**src/rtl/vga_zone_pkg.sv**
```systemverilog
// Shared types and sizing helpers for the VGA zone grid classifier.
// Zone indices are always at least one bit wide so a 1x1 grid still has ports.
package vga_zone_pkg;

   typedef enum logic [0:0] {
      BROWSE = 1'b0,
      LOCKED = 1'b1
   } zone_state_e;

   typedef enum logic [2:0] {
      DIR_NONE,
      DIR_UP,
      DIR_DOWN,
      DIR_LEFT,
      DIR_RIGHT
   } zone_dir_e;

   function automatic int idx_bits(input int n);
      return (n <= 2) ? 1 : $clog2(n);
   endfunction

   function automatic int zid_w(input int cols, input int rows);
      return idx_bits(cols * rows);
   endfunction

endpackage

```
**src/rtl/zone_cursor_fsm.sv**
```systemverilog
// Button edge detection, cursor movement and the browse/locked selection FSM.
// The cursor is kept as row/column so edge handling needs no division.
module zone_cursor_fsm
   import vga_zone_pkg::*;
#(
   parameter  int COLS  = 2,
   parameter  int ROWS  = 2,
   parameter  int WRAP  = 1,
   localparam int ZID_W = zid_w(COLS, ROWS)
) (
   input  logic             clk,
   input  logic             reset,
   input  logic             btn_up,
   input  logic             btn_down,
   input  logic             btn_left,
   input  logic             btn_right,
   input  logic             btn_confirm,
   input  logic             btn_cancel,
   output logic [ZID_W-1:0] cursor_id,
   output logic [ZID_W-1:0] choice_id,
   output logic             locked,
   output logic             confirm_pulse
);

   localparam int CW = idx_bits(COLS);
   localparam int RW = idx_bits(ROWS);

   logic [5:0]    btn_now;
   logic [5:0]    btn_q;
   logic [5:0]    rise;
   zone_dir_e     dir;
   zone_state_e   state;
   logic [RW-1:0] cur_row, row_next;
   logic [CW-1:0] cur_col, col_next;

   assign btn_now   = {btn_cancel, btn_confirm, btn_right, btn_left, btn_down, btn_up};
   assign rise      = btn_now & ~btn_q;
   assign cursor_id = ZID_W'(int'(cur_row) * COLS + int'(cur_col));
   assign locked    = (state == LOCKED);

   // NOTE: every always_comb output gets a default first so no path leaves it unassigned (no latch).
   always_comb begin
      dir = DIR_NONE;
      if (rise[0])      dir = DIR_UP;
      else if (rise[1]) dir = DIR_DOWN;
      else if (rise[2]) dir = DIR_LEFT;
      else if (rise[3]) dir = DIR_RIGHT;
   end

   always_comb begin
      row_next = cur_row;
      col_next = cur_col;
      case (dir)
         DIR_UP:
            if (cur_row != '0)   row_next = cur_row - RW'(1);
            else if (WRAP != 0)  row_next = RW'(ROWS - 1);
         DIR_DOWN:
            if (cur_row != RW'(ROWS - 1)) row_next = cur_row + RW'(1);
            else if (WRAP != 0)           row_next = '0;
         DIR_LEFT:
            if (cur_col != '0)   col_next = cur_col - CW'(1);
            else if (WRAP != 0)  col_next = CW'(COLS - 1);
         DIR_RIGHT:
            if (cur_col != CW'(COLS - 1)) col_next = cur_col + CW'(1);
            else if (WRAP != 0)           col_next = '0;
         default: ;
      endcase
   end

   // NOTE: sequential state uses non-blocking assignments so all registers update together at the edge.
   always_ff @(posedge clk) begin
      if (reset) begin
         btn_q         <= '0;
         state         <= BROWSE;
         cur_row       <= '0;
         cur_col       <= '0;
         choice_id     <= '0;
         confirm_pulse <= 1'b0;
      end else begin
         btn_q         <= btn_now;
         confirm_pulse <= 1'b0;
         if (state == BROWSE) begin
            // Confirm outranks any direction edge arriving in the same cycle.
            if (rise[4]) begin
               choice_id     <= cursor_id;
               confirm_pulse <= 1'b1;
               state         <= LOCKED;
            end else begin
               cur_row <= row_next;
               cur_col <= col_next;
            end
         end else if (rise[5]) begin
            state <= BROWSE;
         end
      end
   end

endmodule

```
**src/rtl/vga_zone_grid.sv**
```systemverilog
// Two-stage pixel-to-zone classifier with border/selection flags for the colour mixer.
// The displayed selection is resampled only at frame_start so a frame never shows two selections.
module vga_zone_grid
   import vga_zone_pkg::*;
#(
   parameter  int H_BITS = 10,
   parameter  int V_BITS = 10,
   parameter  int COLS   = 2,
   parameter  int ROWS   = 2,
   parameter  int X0     = 0,
   parameter  int Y0     = 0,
   parameter  int ZONE_W = 320,
   parameter  int ZONE_H = 240,
   parameter  int BORDER = 2,
   parameter  int WRAP   = 1,
   localparam int ZID_W  = zid_w(COLS, ROWS)
) (
   input  logic              clk,
   input  logic              reset,
   input  logic              pix_valid,
   input  logic [H_BITS-1:0] hcount,
   input  logic [V_BITS-1:0] vcount,
   input  logic              frame_start,
   input  logic              btn_up,
   input  logic              btn_down,
   input  logic              btn_left,
   input  logic              btn_right,
   input  logic              btn_confirm,
   input  logic              btn_cancel,
   output logic              zone_valid,
   output logic [ZID_W-1:0]  zone_id,
   output logic              zone_outside,
   output logic              zone_border,
   output logic              zone_selected,
   output logic [ZID_W-1:0]  cursor_id,
   output logic [ZID_W-1:0]  choice_id,
   output logic              locked,
   output logic              confirm_pulse
);

   localparam int CW = idx_bits(COLS);
   localparam int RW = idx_bits(ROWS);

   // Grid and border limits, one bit wider than the coordinates so sums cannot wrap.
   localparam logic [H_BITS:0] X_LO  = (H_BITS+1)'(X0);
   localparam logic [H_BITS:0] X_HI  = (H_BITS+1)'(X0 + COLS * ZONE_W);
   localparam logic [V_BITS:0] Y_LO  = (V_BITS+1)'(Y0);
   localparam logic [V_BITS:0] Y_HI  = (V_BITS+1)'(Y0 + ROWS * ZONE_H);
   localparam logic [H_BITS:0] XB_LO = (H_BITS+1)'(BORDER);
   localparam logic [H_BITS:0] XB_HI = (H_BITS+1)'(ZONE_W - BORDER);
   localparam logic [V_BITS:0] YB_LO = (V_BITS+1)'(BORDER);
   localparam logic [V_BITS:0] YB_HI = (V_BITS+1)'(ZONE_H - BORDER);

   logic [CW-1:0]     col_c, s1_col;
   logic [RW-1:0]     row_c, s1_row;
   logic [H_BITS-1:0] xoff_c, s1_xoff;
   logic [V_BITS-1:0] yoff_c, s1_yoff;
   logic              out_c, s1_out, s1_valid;
   logic [ZID_W-1:0]  zid_c, shown_sel;
   logic              border_c, sel_c;

   always_comb begin
      col_c  = '0;
      row_c  = '0;
      xoff_c = '0;
      yoff_c = '0;
      // Bounds rise with the index, so the last match is the largest qualifying zone.
      for (int c = 0; c < COLS; c++) begin
         if ({1'b0, hcount} >= (H_BITS+1)'(X0 + c * ZONE_W)) begin
            col_c  = CW'(c);
            xoff_c = H_BITS'({1'b0, hcount} - (H_BITS+1)'(X0 + c * ZONE_W));
         end
      end
      for (int r = 0; r < ROWS; r++) begin
         if ({1'b0, vcount} >= (V_BITS+1)'(Y0 + r * ZONE_H)) begin
            row_c  = RW'(r);
            yoff_c = V_BITS'({1'b0, vcount} - (V_BITS+1)'(Y0 + r * ZONE_H));
         end
      end
      out_c = ({1'b0, hcount} < X_LO) || ({1'b0, hcount} >= X_HI) ||
              ({1'b0, vcount} < Y_LO) || ({1'b0, vcount} >= Y_HI);
   end

   always_comb begin
      zid_c    = s1_out ? '0 : ZID_W'(int'(s1_row) * COLS + int'(s1_col));
      border_c = !s1_out &&
                 (({1'b0, s1_xoff} < XB_LO) || ({1'b0, s1_xoff} >= XB_HI) ||
                  ({1'b0, s1_yoff} < YB_LO) || ({1'b0, s1_yoff} >= YB_HI));
      sel_c    = !s1_out && (zid_c == shown_sel);
   end

   always_ff @(posedge clk) begin
      if (reset) begin
         s1_valid      <= 1'b0;
         s1_col        <= '0;
         s1_row        <= '0;
         s1_xoff       <= '0;
         s1_yoff       <= '0;
         s1_out        <= 1'b0;
         zone_valid    <= 1'b0;
         zone_id       <= '0;
         zone_outside  <= 1'b0;
         zone_border   <= 1'b0;
         zone_selected <= 1'b0;
      end else begin
         s1_valid      <= pix_valid;
         s1_col        <= col_c;
         s1_row        <= row_c;
         s1_xoff       <= xoff_c;
         s1_yoff       <= yoff_c;
         s1_out        <= out_c;
         zone_valid    <= s1_valid;
         zone_id       <= zid_c;
         zone_outside  <= s1_out;
         zone_border   <= border_c;
         zone_selected <= sel_c;
      end
   end

   // Samples the registered cursor, so a move in the same cycle is seen next frame.
   always_ff @(posedge clk) begin
      if (reset)            shown_sel <= '0;
      else if (frame_start) shown_sel <= locked ? choice_id : cursor_id;
   end

   zone_cursor_fsm #(
      .COLS (COLS),
      .ROWS (ROWS),
      .WRAP (WRAP)
   ) u_cursor_fsm (
      .clk           (clk),
      .reset         (reset),
      .btn_up        (btn_up),
      .btn_down      (btn_down),
      .btn_left      (btn_left),
      .btn_right     (btn_right),
      .btn_confirm   (btn_confirm),
      .btn_cancel    (btn_cancel),
      .cursor_id     (cursor_id),
      .choice_id     (choice_id),
      .locked        (locked),
      .confirm_pulse (confirm_pulse)
   );

endmodule

```
**config.mk**
```make
export PLATFORM = sky130hd
export DESIGN_NAME = vga_zone_grid
export DESIGN_NICKNAME = d
export VERILOG_FILES = /design/src/rtl/vga_zone_pkg.sv /design/src/rtl/zone_cursor_fsm.sv /design/src/rtl/vga_zone_grid.sv
export SDC_FILE = /design/constraint.sdc
export NUM_CORES = 1
export LEC_CHECK = 0
export CORE_MARGIN = 8
export CORE_UTILIZATION = 54
export CTS_CLUSTER_SIZE = 12
export DETAILED_ROUTE_END_ITERATION = 8
export DONT_BUFFER_PORTS = 1
export GPL_TIMING_DRIVEN = 1
export PLACE_DENSITY = 0.72
export SLEW_MARGIN = 40
export SYNTH_ARGS = -nofsm -noshare
export SYNTH_HDL_FRONTEND = slang
export SYNTH_HIERARCHICAL = 1
export SYNTH_SLANG_ARGS = --single-unit
```
**constraint.sdc**
```tcl
create_clock -name clk -period 1.8 [get_ports clk]
set_clock_uncertainty 0.15 [all_clocks]
set_input_delay 0.54 -clock clk [delete_from_list [all_inputs] [get_ports clk]]
set_output_delay 0.54 -clock clk [all_outputs]
set_load 0.05 [all_outputs]
```
**Yosys cells after proc, flatten, opt, wreduce, memory -nomap -nowiden**

Cells that the tools add are included.

- Multiplexer cells: 19
- Reduce and logical (&&, ||, !) cells: 13
- Magnitude comparators: 8
- Equality and inequality tests: 5
- Bitwise logic cells: 4
- $add $sub $neg: 8

Operator list:

| cell | number |
|---|---|
| $ge 10x9->1 const B | 3 |
| $ge 10x8->1 const B | 2 |
| $lt 10x2->1 const B | 2 |
| $mux 10 | 2 |
| $mux 3 | 4 |
| $ge 10x10->1 const B | 1 |
| $sub 10x8->10 const B | 1 |
| $sub 10x9->10 const B | 1 |
| $mux 1 | 9 |
| $and 6x6->6 | 1 |
| $eq 3x2->1 const B | 2 |
| $not 6->6 | 1 |
| $reduce_and 3->1 | 2 |
| $add 2x1->2 | 2 |
| $logic_or 1x1->1 | 4 |
| $mux 2 | 2 |
| $pmux 1 s2 | 2 |
| $reduce_bool 2->1 | 2 |
| $eq 3x1->1 const B | 1 |
| $eq 3x3->1 const B | 1 |
| $add 1x1->1 const B | 2 |
| $eq 2x2->1 | 1 |
| $logic_and 1x1->1 | 2 |
| $not 1->1 | 2 |
| 4 further kinds | 5 |

- Input bits: 30
- Register bits: 44
- Logic and storage cells: 75
- Output and inout port bits: 12

**Depth between registers and ports, before layout**

- Depth after elaboration: 9
- Gate-level depth with buffers: 6
- Gate-level depth less buffers: 6

**Cells and area by module**

Netlist, hierarchy kept.

Modules (own cells, without submodules):

| module | times used | sequential area each (um^2) | area an instance (um^2) | cells an instance |
|---|---|---|---|---|
| vga_zone_grid | 1 | 600.6 | 1193.6 | 119 |
| zone_cursor_fsm | 1 | 240.2 | 464.2 | 46 |

**Worst setup path before layout**

Ideal clock, no wire load.

- Path kind: input port to flip-flop
- From: in hcount[7]
- To: reg s1_xoff[7]
- Data arrival time: 1.550 ns
- Library setup time: 0.086 ns
- Path buffers: 0
- Slack: 0.014 ns
- Stages on the path: 6
- Cells stage by stage: inv_1 > ha_1 > and2_1 > a311oi_2 > nor2b_1 > a211oi_1

- Longest elaborated chain between the ends: 2
- Elaborated cells on any way between the ends: 3

Ends and longest elaborated chain:

| what | line | source |
|---|---|---|
| from (decl) | vga_zone_grid.sv:21 | `input logic [H_BITS-1:0] hcount,` |
| $sub 10x9->10 or $ge 10x9->1 (tied branches) | vga_zone_grid.sv:71, vga_zone_grid.sv:69 |  |
| $mux 10 (*) | vga_zone_grid.sv:69 | `if ({1'b0, hcount} >= (H_BITS+1)'(X0 + c * ZONE_W)) begin` |
| to (signal assigned) | vga_zone_grid.sv:109 | `s1_xoff <= xoff_c;` |
| to (decl) | vga_zone_grid.sv:56 | `logic [H_BITS-1:0] xoff_c, s1_xoff;` |

Every way passes the cells marked *; elsewhere a longest branch is shown, timed or not.
A chain may end at the register's enable or synchronous reset.

**Worst setup path in the final report**

- From: reg u_cursor_fsm.choice_id[1]
- To: out choice_id[1]

RTL lines:

| what | line | source |
|---|---|---|
| from (decl) | zone_cursor_fsm.sv:20 | `output logic [ZID_W-1:0] choice_id,` |
| from (signal assigned) | zone_cursor_fsm.sv:85 | `choice_id <= cursor_id;` |
| to (decl) | vga_zone_grid.sv:36 | `output logic [ZID_W-1:0] choice_id,` |

No word-level cell between the ends.

==> metrics.yaml <==
cells_and_area:
  final_nets: 207
  area_growth_pct: 10.1
  n_antenna_cell: 0
  fillers: 265
  drive_above_1_share_pct: 13.3
  fin_cells: 206
  fin_area_um2: 1830
synthesis:
  synth_top_area_share_pct: 50.7
  ys_types: 39
  synth_area_um2: 1660
  netlist_instances: 165
  synth_edf_count: 0
  yosys_warnings: 6
  syn_area_per_cell_um2: 10.0
  synth-seq-cells: 42
  synth_top_area_cell: "dfxtp_1"
  ys.flop_type: "dfxtp_1"
  synth_nets: 200
  synth-async-reset-ratio_pct: 0
  ys_seq_area_share_pct: 50.7
  yosys-top-cells-area: "dfxtp_1, nor2b_1, ha_1"
power_and_ir_drop:
  p_leak_nw: 0.719
  p_total_mw: 2.00
  power_density_nw_per_um2: 1100
  ir_drop_mv: 0.697
placed_design:
  place_hpwl_um: 2380
  routabilityCongestion: 0.738
  place_area_um2: 1710
  io_buffers: 0
  place_ws_ps: -78.4
  place_inst: 198
global_route:
  grt_pass1_vias: 1247
  overflow: 0
  antenna_found_initial: 0
  grt_pass1_wl_um: 5390
  grt_max_degree: 43
  grt_usage_pct: 13.0
detailed_routing:
  via_per_inst: 5.83
  wirelength_um: 3130
  routedWlPerCell_um: 15.2
  vias: 1201
  drt.antenna.violating_nets: 0
  drc_errors: 0
  drtIter0Drc: 88
  first_pass_iters: 4
floorplan:
  die_w_um: 71.4
  initial_core_util_pct: 55.7
  die_area_um2: 5100
  die_height_um: 71.4
  io_pins: 42
  core_um2: 2980
  row_count: 20
sta:
  hold_ws_ps: 110
  post-route-period-util_pct: 94.7
  max_slew_margin_pct: 63.8
  timing.final.max_slew_violations: 0
  hold_viol: 0
  worst_pin_slew_ps: 542
  fmax_mhz: 586
  setup_viol: 0
  rsz0062_at_grt: "no"
  worst_slack_ps: 94.8
  fin_crit_ps: 1710
clocking:
  cts_tree: "yes"
  clk_latency_ps: 320
  numCtsBuffers: 5
  cts_resized: 0
  clkTransAtPathRegs_ps: 120
  hold_buffers: 0
  htreeDepth: 2
  clock_path_buffers: 2
  cts_root_buffer: "clkbuf_4"
  clock_sinks: 42
  cts_setup_buffers: 0
setup_path:
  cp_max_fo: 3
  required_ps: 1110
  path_class: "register to primary output"
  end_kind: "primary output"
  critical_path_arrival_ps: 1020
  crit_path_start_kind: "register"
run:
  drv_cap: 0
outcome:
  status: "finished, final reports clean"
hold_path:
  hp-class: "input pin to register"
==> worst paths after layout <==
| check | start | endpoint | slack (ps) | cells after the start |
|---|---|---|---|---|
| hold reg to reg | s1_valid | zone_valid | 300 | 1 |
| setup reg to reg | s1_yoff[4] | zone_border | 190 | 4 |
| hold / removal | reset | u_cursor_fsm/cur_col | 110 | 1 |
| setup / recovery | u_cursor_fsm/choice_id[1] | choice_id[1] | 90 | 0 |
==> cells in the final DEF (no fill, tap or decap), types with 3 or more instances in the layout <==
cell | netlist | routed
dfxtp_1 | 42 | 42
nor2b_1 | 20 | 20
nor2_1 | 15 | 15
a21oi_1 | 7 | 7
nor3_1 | 6 | 6
nand2_1 | 6 | 6
buf_4 | 2 | 6
inv_1 | 5 | 5
nor4_1 | 5 | 5
xnor2_1 | 5 | 5
ha_1 | 5 | 5
clkbuf_4 | 0 | 5
a211oi_1 | 4 | 4
xor2_1 | 4 | 4
nor3b_1 | 3 | 3
==> power by group <==
group | switching, mW | leakage (nW) | internal [mW] | total, mW
combinational | 0.0865 | 0.312 | 0.0933 | 0.180
sequential | 0.0821 | 0.348 | 0.990 | 1.07
clock | 0.279 | 0.0585 | 0.471 | 0.750
==> cells in the mapped netlist, drive strengths merged, types with 2 or more instances <==
master  count
nor2       15
o21ai       4
nand2b      3
a311o       2
nor4        6
mux2i       2
buf         2
xor2        4
inv         5
nor2b      22
a211oi      5
ha          5
a21oi       8
xnor2       5
nor3b       3
dfxtp      42
nand3       2
nand2       6
nor3        6
clkbuf      4
nand4       2
a311oi      3
==> sequential cells by signal, summed over array words and instances, names as in the netlist <==
signal,count
zone_outside,1
u_cursor_fsm/btn_q,6
shown_sel,2
u_cursor_fsm/cur_row,1
u_cursor_fsm/locked,1
s1_row,1
s1_valid,1
zone_border,1
s1_xoff,9
u_cursor_fsm/cur_col,1
u_cursor_fsm/choice_id,2
u_cursor_fsm/confirm_pulse,1
zone_id,2
s1_yoff,9
zone_valid,1
zone_selected,1
s1_out,1
s1_col,1
==> metal layers <==
| metal | share of wire, % | track usage (%) | vias up | wire (µm) |
|---|---|---|---|---|
| li1 | - | - | 587 | - |
| met1 | 41 | 13.4 | 572 | 1270 |
| met2 | 49 | 21.8 | 37 | 1530 |
| met3 | 9.3 | 6.00 | 5 | 292 |
| met4 | 0.99 | 6.24 | 0 | 31 |
| met5 | 0 | 0 | - | 0 |
==> cell type report <==
cell class                 count  area (µm²)  share of cell area, %
multi-input combinational    112         768                   42.1
tap                           33        41.3                   2.26
timing repair buffer           6        45.0                   2.47
clock inverter                 2        60.1                   3.29
inverter                       5        18.8                   1.03
sequential                    42         841                   46.1
clock buffer                   6        51.3                   2.81
==> kinds of logic (layout without fill, tap and decap cells) <==
kind of cell / after synthesis / after routing / share of synthesized area [%]
simple gates: 69 / 69 / 24.5
flops: 42 / 42 / 50.7
xor+xnor: 9 / 9 / 4.75
mux: 2 / 2 / 1.21
fa+ha+maj: 5 / 5 / 3.77
buf+inv: 11 / 19 / 2.94
compound gates: 27 / 27 / 12.1
==> per-stage QoR <==
stage | TNS, ps | util [%]
global placement | 0 | 57.6
finish | 0 | 61.3
floorplan | 0 | -
CTS | 0 | 61.3
detailed placement | -142 | 57.6
global route | 0 | 61.3
Power figures use the tool's default switching activity.
